File: config.mk
export PLATFORM = sky130hd
export DESIGN_NAME = sipo_deserializer
export DESIGN_NICKNAME = d
export VERILOG_FILES = /design/src/rtl/sipo_deserializer.sv
export SDC_FILE = /design/constraint.sdc
export NUM_CORES = 1
export LEC_CHECK = 0
export ABC_AREA = 1
export CORE_MARGIN = 4
export CORE_UTILIZATION = 33
export DETAILED_ROUTE_END_ITERATION = 10
export HOLD_SLACK_MARGIN = 0.15
export PLACE_DENSITY_LB_ADDON = 0.3
export SETUP_SLACK_MARGIN = 0.1
export SLEW_MARGIN = 20
export SYNTH_ARGS = -nofsm -noshare
export SYNTH_HDL_FRONTEND = slang
export SYNTH_SLANG_ARGS = --single-unit
File: constraint.sdc
create_clock -name clk -period 2.25 [get_ports clk]
set_clock_uncertainty 0.2 [all_clocks]
set_input_delay 0.45 -clock clk [delete_from_list [all_inputs] [get_ports clk]]
set_output_delay 0.45 -clock clk [all_outputs]
set_load 0.02 [all_outputs]
File: src/rtl/sipo_deserializer.sv
// sipo_deserializer
// Serial-in, parallel-out receive stage. Collects a serial bit stream into
// WIDTH-bit words and offers each completed word on a valid/ready port.
// A start strobe realigns framing, and a sticky overrun flag records any
// completed word that had to be dropped because the holding register was
// still occupied.

module sipo_deserializer #(
    parameter int WIDTH     = 4,
    parameter bit MSB_FIRST = 1'b1,
    localparam int CW       = $clog2(WIDTH) + 1
) (
    input  logic             clk,
    input  logic             rst_n,
    input  logic             sin_valid,
    input  logic             sin_data,
    input  logic             start,
    output logic [WIDTH-1:0] pout_data,
    output logic             pout_valid,
    input  logic             pout_ready,
    output logic             overrun,
    input  logic             overrun_clr,
    output logic [CW-1:0]    bit_cnt
);

    // IDLE holds no partial word; SHIFT holds between 1 and WIDTH-1 bits.
    typedef enum logic {
        IDLE  = 1'b0,
        SHIFT = 1'b1
    } state_t;

    state_t           state;
    state_t           state_next;

    logic [WIDTH-1:0] shreg;
    logic [WIDTH-1:0] shreg_next;
    logic [WIDTH-1:0] shift_base;
    logic [WIDTH-1:0] shifted;
    logic [CW-1:0]    cnt_next;

    logic             first_bit;
    logic             last_bit;
    logic             complete;
    logic             hold_free;
    logic             load_word;
    logic             drop_word;

    // Classify the current serial beat: a fresh word start, the final bit
    // of a word, or an ordinary middle bit.
    always_comb begin
        first_bit = 1'b0;
        last_bit  = 1'b0;
        complete  = 1'b0;
        if (sin_valid) begin
            first_bit = (state == IDLE) || start;
            last_bit  = (bit_cnt == CW'(WIDTH - 1));
            complete  = (state == SHIFT) && !start && last_bit;
        end
    end

    // Next-state logic: a start strobe while shifting keeps us in SHIFT but
    // restarts the count, so it is handled by the datapath rather than here.
    always_comb begin
        state_next = state;
        case (state)
            IDLE: begin
                if (sin_valid) begin
                    state_next = SHIFT;
                end
            end
            SHIFT: begin
                if (complete) begin
                    state_next = IDLE;
                end
            end
            default: begin
                state_next = IDLE;
            end
        endcase
    end

    // Shift datapath. A first bit shifts into a cleared register so that a
    // resync leaves no trace of the abandoned partial word.
    always_comb begin
        shift_base = first_bit ? '0 : shreg;
        if (MSB_FIRST) begin
            shifted = {shift_base[WIDTH-2:0], sin_data};
        end else begin
            shifted = {sin_data, shift_base[WIDTH-1:1]};
        end

        shreg_next = shreg;
        cnt_next   = bit_cnt;
        if (sin_valid) begin
            if (complete) begin
                shreg_next = '0;
                cnt_next   = '0;
            end else if (first_bit) begin
                shreg_next = shifted;
                cnt_next   = CW'(1);
            end else begin
                shreg_next = shifted;
                cnt_next   = bit_cnt + CW'(1);
            end
        end
    end

    // Holding-register arbitration: a completed word may be loaded when the
    // register is empty or being drained on this very edge; otherwise it
    // is lost and the overrun flag records that.
    always_comb begin
        hold_free = !pout_valid || pout_ready;
        load_word = complete && hold_free;
        drop_word = complete && !hold_free;
    end

    // FSM state register.
    always_ff @(posedge clk or negedge rst_n) begin
        if (!rst_n) begin
            state <= IDLE;
        end else begin
            state <= state_next;
        end
    end

    // Partial-word shift register and bit counter.
    always_ff @(posedge clk or negedge rst_n) begin
        if (!rst_n) begin
            shreg   <= '0;
            bit_cnt <= '0;
        end else begin
            shreg   <= shreg_next;
            bit_cnt <= cnt_next;
        end
    end

    // Output holding register and its valid flag. A load takes priority
    // over a plain drain so back-to-back words leave no bubble.
    always_ff @(posedge clk or negedge rst_n) begin
        if (!rst_n) begin
            pout_data  <= '0;
            pout_valid <= 1'b0;
        end else if (load_word) begin
            pout_data  <= shifted;
            pout_valid <= 1'b1;
        end else if (pout_valid && pout_ready) begin
            pout_valid <= 1'b0;
        end
    end

    // Sticky overrun flag; a new drop beats a simultaneous clear.
    always_ff @(posedge clk or negedge rst_n) begin
        if (!rst_n) begin
            overrun <= 1'b0;
        end else if (drop_word) begin
            overrun <= 1'b1;
        end else if (overrun_clr) begin
            overrun <= 1'b0;
        end
    end

endmodule

==> reports/results.txt, run 1 <==
status = finished, final reports clean
Psw = 0.000213 W
CP endpoint kind = output port
worst hold path depth = 2
DIE WIDTH = 51.1 um
clock share of power = 0.222
vias = 494
FF+latch area = 325 um^2
Worst Path Required = 1.60 ns
Via density = 4.33
ant diodes = 0
Worst path slowest cell = clkdlybuf4s50_1
yosys warns = 0
WHS = 0.295 ns
DP Wirelength = 903 um
per-cell routed wire length = 10.0 um
XOR/XNOR Fraction of Synth Area = 0
CP bufs+invs = 1
cts repair resizes = 0
TNS Setup = 0 ns
Power Total = 0.000651 W
CTS tree = yes
combinational family with the most area after synthesis = simple AND/OR/NAND/NOR gates
Cell Rows = 15
GRT met2 Usage = 0.155
pwr dens = 792 nW/um^2
Routed Antenna Nets = 0
core footprint = 1750 um^2
Hold Path End = pout_data[1]$_DFFE_PN0P_
first-pass GRT wire length = 1990 um
initial antenna violation count = 0
area delta synth->final = 34.4%
Leak = 0.401 nW
crit-path max cell delay = 0.63 ns
CP Cell Sequence = clkdlybuf4s50_1
GR Util met1 = 0.132
Yosys top cell area share = 0.532
Pre-antenna DRT Iters = 3
Hold-fix buffers, CTS = 0
I/O pins = 16
Max-Cap Viols = 0
worst vdd ir = 0.319 mV
placed insts = 110
Die Height = 51.1 um
layout cells sized above 1 = 0.135
post-CTS setup buffer count = 0
R2R Path Start = bit_cnt[0]$_DFFE_PN0P_
#FFs+latches synth = 13
Routed WL = 1140 um
crit share post-route = 0.870
R2R depth = 7
Setup crit start kind = register
CTS Root Cell = clkbuf_4
Initial DRC Count = 4
fin nets = 99
M3 GR Usage = 0.0175
Die ar. = 2610 um^2
largest net degree at the start of global routing = 15
Area contributors post-synth = dfrtp_1 53%, nand2_1 11%, inv_1 7.4%
GR peak layer = met2
cells after synthesis = 70
Combinational Power Share = 0.322
Clock Pin Slew Worst Setup and Hold Paths = 0.08 ns
GRT overflow = 0
CTS Buf Count = 3
kind of critical path = reg2out
Sw Ratio = 0.327
RSZ-0062 raised after global routing = no
Worst EP arrival = 1.31 ns
post-synth net total = 79
Tmin final = 1.96 ns
largest area contributor in the synthesized netlist = dfrtp_1
clk_lat worst skew = 0.27 ns
relative slew slack = 0.623
Crit path max-delay family = buffers and inverters
Final Non-Filler Cells = 114
# DRC = 0
Setup-failing EPs final = 0
post-synthesis compound-gate area fraction = 0.0757
placer congestion estimate = 0.762
number of global-route vias before repair = 461
H-tree depth = 1
GRT Util Overall = 0.0999
Seq/Total Area, Yosys = 0.532
Reg power frac = 0.456
FILL cells = 171
Power Internal = 0.000438 W
area taken by multi-input logic gates = 233 um^2
final core utilization = 0.471
Initial Util = 0.351
reg2reg end = shreg[0]$_DFFE_PN0P_
hold_sp = pout_data[1]$_DFFE_PN0P_
Reg2Reg Setup Slack = 0.71 ns
Post-Synth Simple-Gate Area = 0.264
crit-path max FO = 4
worst min path class = reg2reg
Longest Clk Path Bufs = 2
Adder-Cell Fraction of Synth Area = 0.0409
Cell variety after synth = 14
Avg Cell Area, Syn = 8.74 um^2
Fin. Hold Viols = 0
multiplexer share of the synthesized area = 0
PortBufs = 15
Max Slew Vio Count = 0
clk sinks = 13
Max Fclk = 0.511 GHz
Post-Syn Area = 612 um^2
Worst-Margin Slew = 0.564 ns
## worst max-delay path by stage
stage,endpoint,from,slack [ns],cells after the start
floorplan,pout_data[1]$_DFFE_PN0P_,bit_cnt[0]$_DFFE_PN0P_,0.72,8
global placement,pout_data[3]$_DFFE_PN0P_,start,0.49,7
detailed placement,pout_data[1]$_DFFE_PN0P_,start,0.47,7
CTS,bit_cnt[0],bit_cnt[0]$_DFFE_PN0P_,0.29,1
global route,bit_cnt[0],bit_cnt[0]$_DFFE_PN0P_,0.26,1
finish,bit_cnt[0],bit_cnt[0]$_DFFE_PN0P_,0.29,1
## area by class of cell
class,count,area share
sequential,13,0.396
multi-input combinational,43,0.283
timing repair buffer,16,0.192
inverter,13,0.0594
tap,25,0.0381
clock buffer,4,0.0320
## sequential cells by signal, summed over array words and instances (netlist names)
name / cells
bit_cnt: 3
overrun: 1
pout_data: 4
pout_valid: 1
shreg: 3
state: 1
## tightest hold or removal path: cells and delay by family (launching register included)
kind / cells / cell delay, ns
flops: 1 / 0.35
simple gates: 2 / 0.11
## cells in the final DEF (no fill, tap or decap), drive strengths merged
master / synthesis / layout
nor2: 4 / 4
buf: 1 / 1
o22ai: 1 / 1
inv: 13 / 13
clkbuf: 0 / 4
nand2: 21 / 21
a21oi: 4 / 4
clkdlybuf4s50: 0 / 15
o21ai: 4 / 4
nand4: 4 / 4
nand3: 3 / 3
ha: 2 / 2
dfrtp: 13 / 13
## through the flow
stage	setup WS, ns	area, um^2
after CTS	0.291	822
after global placement	0.494	796
final	0.293	822
after global routing	0.264	822
after floorplan	0.719	612
after detailed placement	0.469	796
## per-layer routing
layer | routed length [um] | share of wire
met5 | 0 | 0
met4 | 31 | 0.027
met3 | 43 | 0.038
met2 | 497 | 0.44
met1 | 570 | 0.50
## power by group through the flow
stage               Sequential [W]  Clock (W)  Combinational (W)
finish                    0.000297   0.000145           0.000210
CTS                       0.000297   0.000148           0.000213
detailed placement        0.000302          0           0.000212
floorplan                 0.000341          0          0.0000688
global route              0.000303   0.000158           0.000231
global placement          0.000301          0           0.000211
## Yosys cell counts (all sizes together)
| library cell | number |
|---|---|
| a21oi | 4 |
| buf | 1 |
| dfrtp | 13 |
| ha | 2 |
| inv | 13 |
| nand2 | 21 |
| nand3 | 3 |
| nand4 | 4 |
| nor2 | 4 |
| o21ai | 4 |
| o22ai | 1 |
## logic make-up (layout without fill, tap and decap cells)
family,Yosys count,in the layout
AND/OR/NAND/NOR,32,32
buffers and inverters,14,33
flip-flops,13,13
AO/OA/AOI/OAI,9,9
adder cells (fa/ha/maj),2,2
(Power assumes the default switching activity.)
==> run 2: changes to the inputs <==
--- a/config.mk
+++ b/config.mk
@@ -6,7 +6,7 @@
 export NUM_CORES = 1
 export LEC_CHECK = 0
 export ABC_AREA = 1
-export CORE_MARGIN = 4
+export CORE_MARGIN = 5
 export CORE_UTILIZATION = 33
 export DETAILED_ROUTE_END_ITERATION = 10
 export HOLD_SLACK_MARGIN = 0.15
==> run 2 against run 1 <==
Against the previous run: clock power barely moved; register-to-register slack barely moved; cell area did not move; sequential share of layout area did not move; routed wire length rose by 3.2%; non-clock buffer count did not move; power fell by 0.51%; global-route usage rose by 0.64 points; critical path type unchanged; critical endpoint unchanged; largest cell class unchanged.
==> reports/results.txt, run 2 (synthesis results as in run 1) <==
status = finished, final reports clean
PnR worst setup slack = 0.309 ns
TNS Setup = 0 ns
Worst path slowest cell = clkdlybuf4s50_1
placer congestion estimate = 0.807
vias = 505
CTS Buf Count = 3
cts repair resizes = 0
Max Slew Vio Count = 0
area delta synth->final = 34.4%
crit share post-route = 0.862
CTS Root Cell = clkbuf_4
Max Fclk = 0.515 GHz
clk sinks = 13
Die Height = 53.1 um
Crit path max-delay family = buffers and inverters
Initial Util = 0.351
relative slew slack = 0.614
clk_lat worst skew = 0.27 ns
Biggest register = pout_data
Setup crit start kind = register
PortBufs = 15
Design Area, Final = 822 um^2
initial antenna violation count = 0
Setup-failing EPs final = 0
Routed Antenna Nets = 0
RSZ-0062 raised after global routing = no
post-CTS setup buffer count = 0
Clock Pin Slew Worst Setup and Hold Paths = 0.08 ns
GRT overflow = 0
Via density = 4.43
worst min path class = reg2reg
Cell Rows = 15
most common library cell in the layout ignoring fill and taps = nand2_1
kind of critical path = reg2out
DIE WIDTH = 53.1 um
Die ar. = 2820 um^2
crit-path max cell delay = 0.63 ns
most frequent cells in the layout = 18 x nand2_1, 15 x clkdlybuf4s50_1, 13 x dfrtp_1
layout cells sized above 1 = 0.135
Tmin final = 1.94 ns
H-tree depth = 1
pre-CTS WS = 0.465 ns
pwr dens = 788 nW/um^2
largest net degree at the start of global routing = 15
R2R depth = 7
CP endpoint kind = output port
placed insts = 110
Hold-fix buffers, CTS = 0
Worst EP arrival = 1.29 ns
FILL cells = 170
CTS tree = yes
number of global-route vias before repair = 483
Largest regs = pout_data x4, bit_cnt x3, shreg x3
fin nets = 99
Worst Path Required = 1.60 ns
Longest Clk Path Bufs = 2
Critical Path Stages = 1
core footprint = 1750 um^2
ant diodes = 0
Final Non-Filler Cells = 114
WHS = 0.284 ns
max reg flops = 4
CP bufs+invs = 1
Worst-Margin Slew = 0.577 ns
DP Wirelength = 906 um
CP Cell Sequence = clkdlybuf4s50_1
Pre-antenna DRT Iters = 2
Routed WL = 1180 um
Leak = 0.401 nW
DP Area = 796 um^2
Max-Cap Viols = 0
first-pass GRT wire length = 2130 um
per-cell routed wire length = 10.3 um
worst vdd ir = 0.338 mV
# DRC = 0
I/O pins = 16
GRT Util Overall = 0.106
crit-path max FO = 4
Initial DRC Count = 5
Fin. Hold Viols = 0
worst hold path depth = 2
-- run 2: cell counts in the layout (fill, tap and decap cells not counted) --
No cell type changed its count.
-- run 2: where the power goes --
part	internal [W]	switching [W]	total, W
sequential	0.000273	0.0000221	0.000295
combinational	0.0000966	0.000113	0.000209
clock	0.0000685	0.0000746	0.000143
total	0.000438	0.000210	0.000648
-- run 2: final cells by class --
class                   count  area [um^2]  area share
multi-input cells          43          233       0.283
repair buffers             16          158       0.192
clock buffers               4         26.3      0.0320
well taps                  25         31.3      0.0381
flip-flops and latches     13          325       0.396
inverters                  13         48.8      0.0594
-- run 2: worst paths after layout --
| path | to | startpoint | slack [ns] |
|---|---|---|---|
| setup / recovery | bit_cnt[0] | bit_cnt[0]$_DFFE_PN0P_ | 0.31 |
| hold / removal | pout_data[1]$_DFFE_PN0P_ | pout_data[1]$_DFFE_PN0P_ | 0.28 |
| setup reg to reg | shreg[0]$_DFFE_PN0P_ | bit_cnt[0]$_DFFE_PN0P_ | 0.72 |
| hold reg to reg | pout_data[1]$_DFFE_PN0P_ | pout_data[1]$_DFFE_PN0P_ | 0.28 |
| max in group asynchronous | bit_cnt[0]$_DFFE_PN0P_ | rst_n | 1.13 |
| min in group asynchronous | pout_data[2]$_DFFE_PN0P_ | rst_n | 0.34 |
-- run 2: metrics by stage --
step,total power [W],utilization
after floorplan,0.000410,-
final,0.000648,0.471
after detailed placement,0.000514,0.456
after global placement,0.000513,0.456
after global routing,0.000700,0.471
after CTS,0.000659,0.471
-- run 2: metal layers --
layer | part of all wire | up-vias | GRT usage
met1 | 0.49 | 235 | 0.135
met4 | 0.019 | 0 | 0.0511
li1 | - | 258 | -
met2 | 0.44 | 10 | 0.159
met3 | 0.045 | 2 | 0.0366
met5 | 0 | - | 0
==> run 3: changes to the inputs <==
==> constraint.sdc (replaced) <==
create_clock -name clk -period 2.1 [get_ports clk]
set_clock_uncertainty 0.2 [all_clocks]
set_input_delay 0.42 -clock clk [delete_from_list [all_inputs] [get_ports clk]]
set_output_delay 0.42 -clock clk [all_outputs]
set_load 0.02 [all_outputs]
==> results of run 3 <==
Same layout as run 2 (identical final DEF). Status: finished, final reports clean.
Among the figures that moved: setup slack after placement 0.465 ns -> 0.345 ns; setup slack after layout 0.309 ns -> 0.189 ns; register-to-register setup slack 0.72 ns -> 0.57 ns; total power 0.000648 W -> 0.000694 W; worst IR drop on VDD 0.338 mV -> 0.362 mV
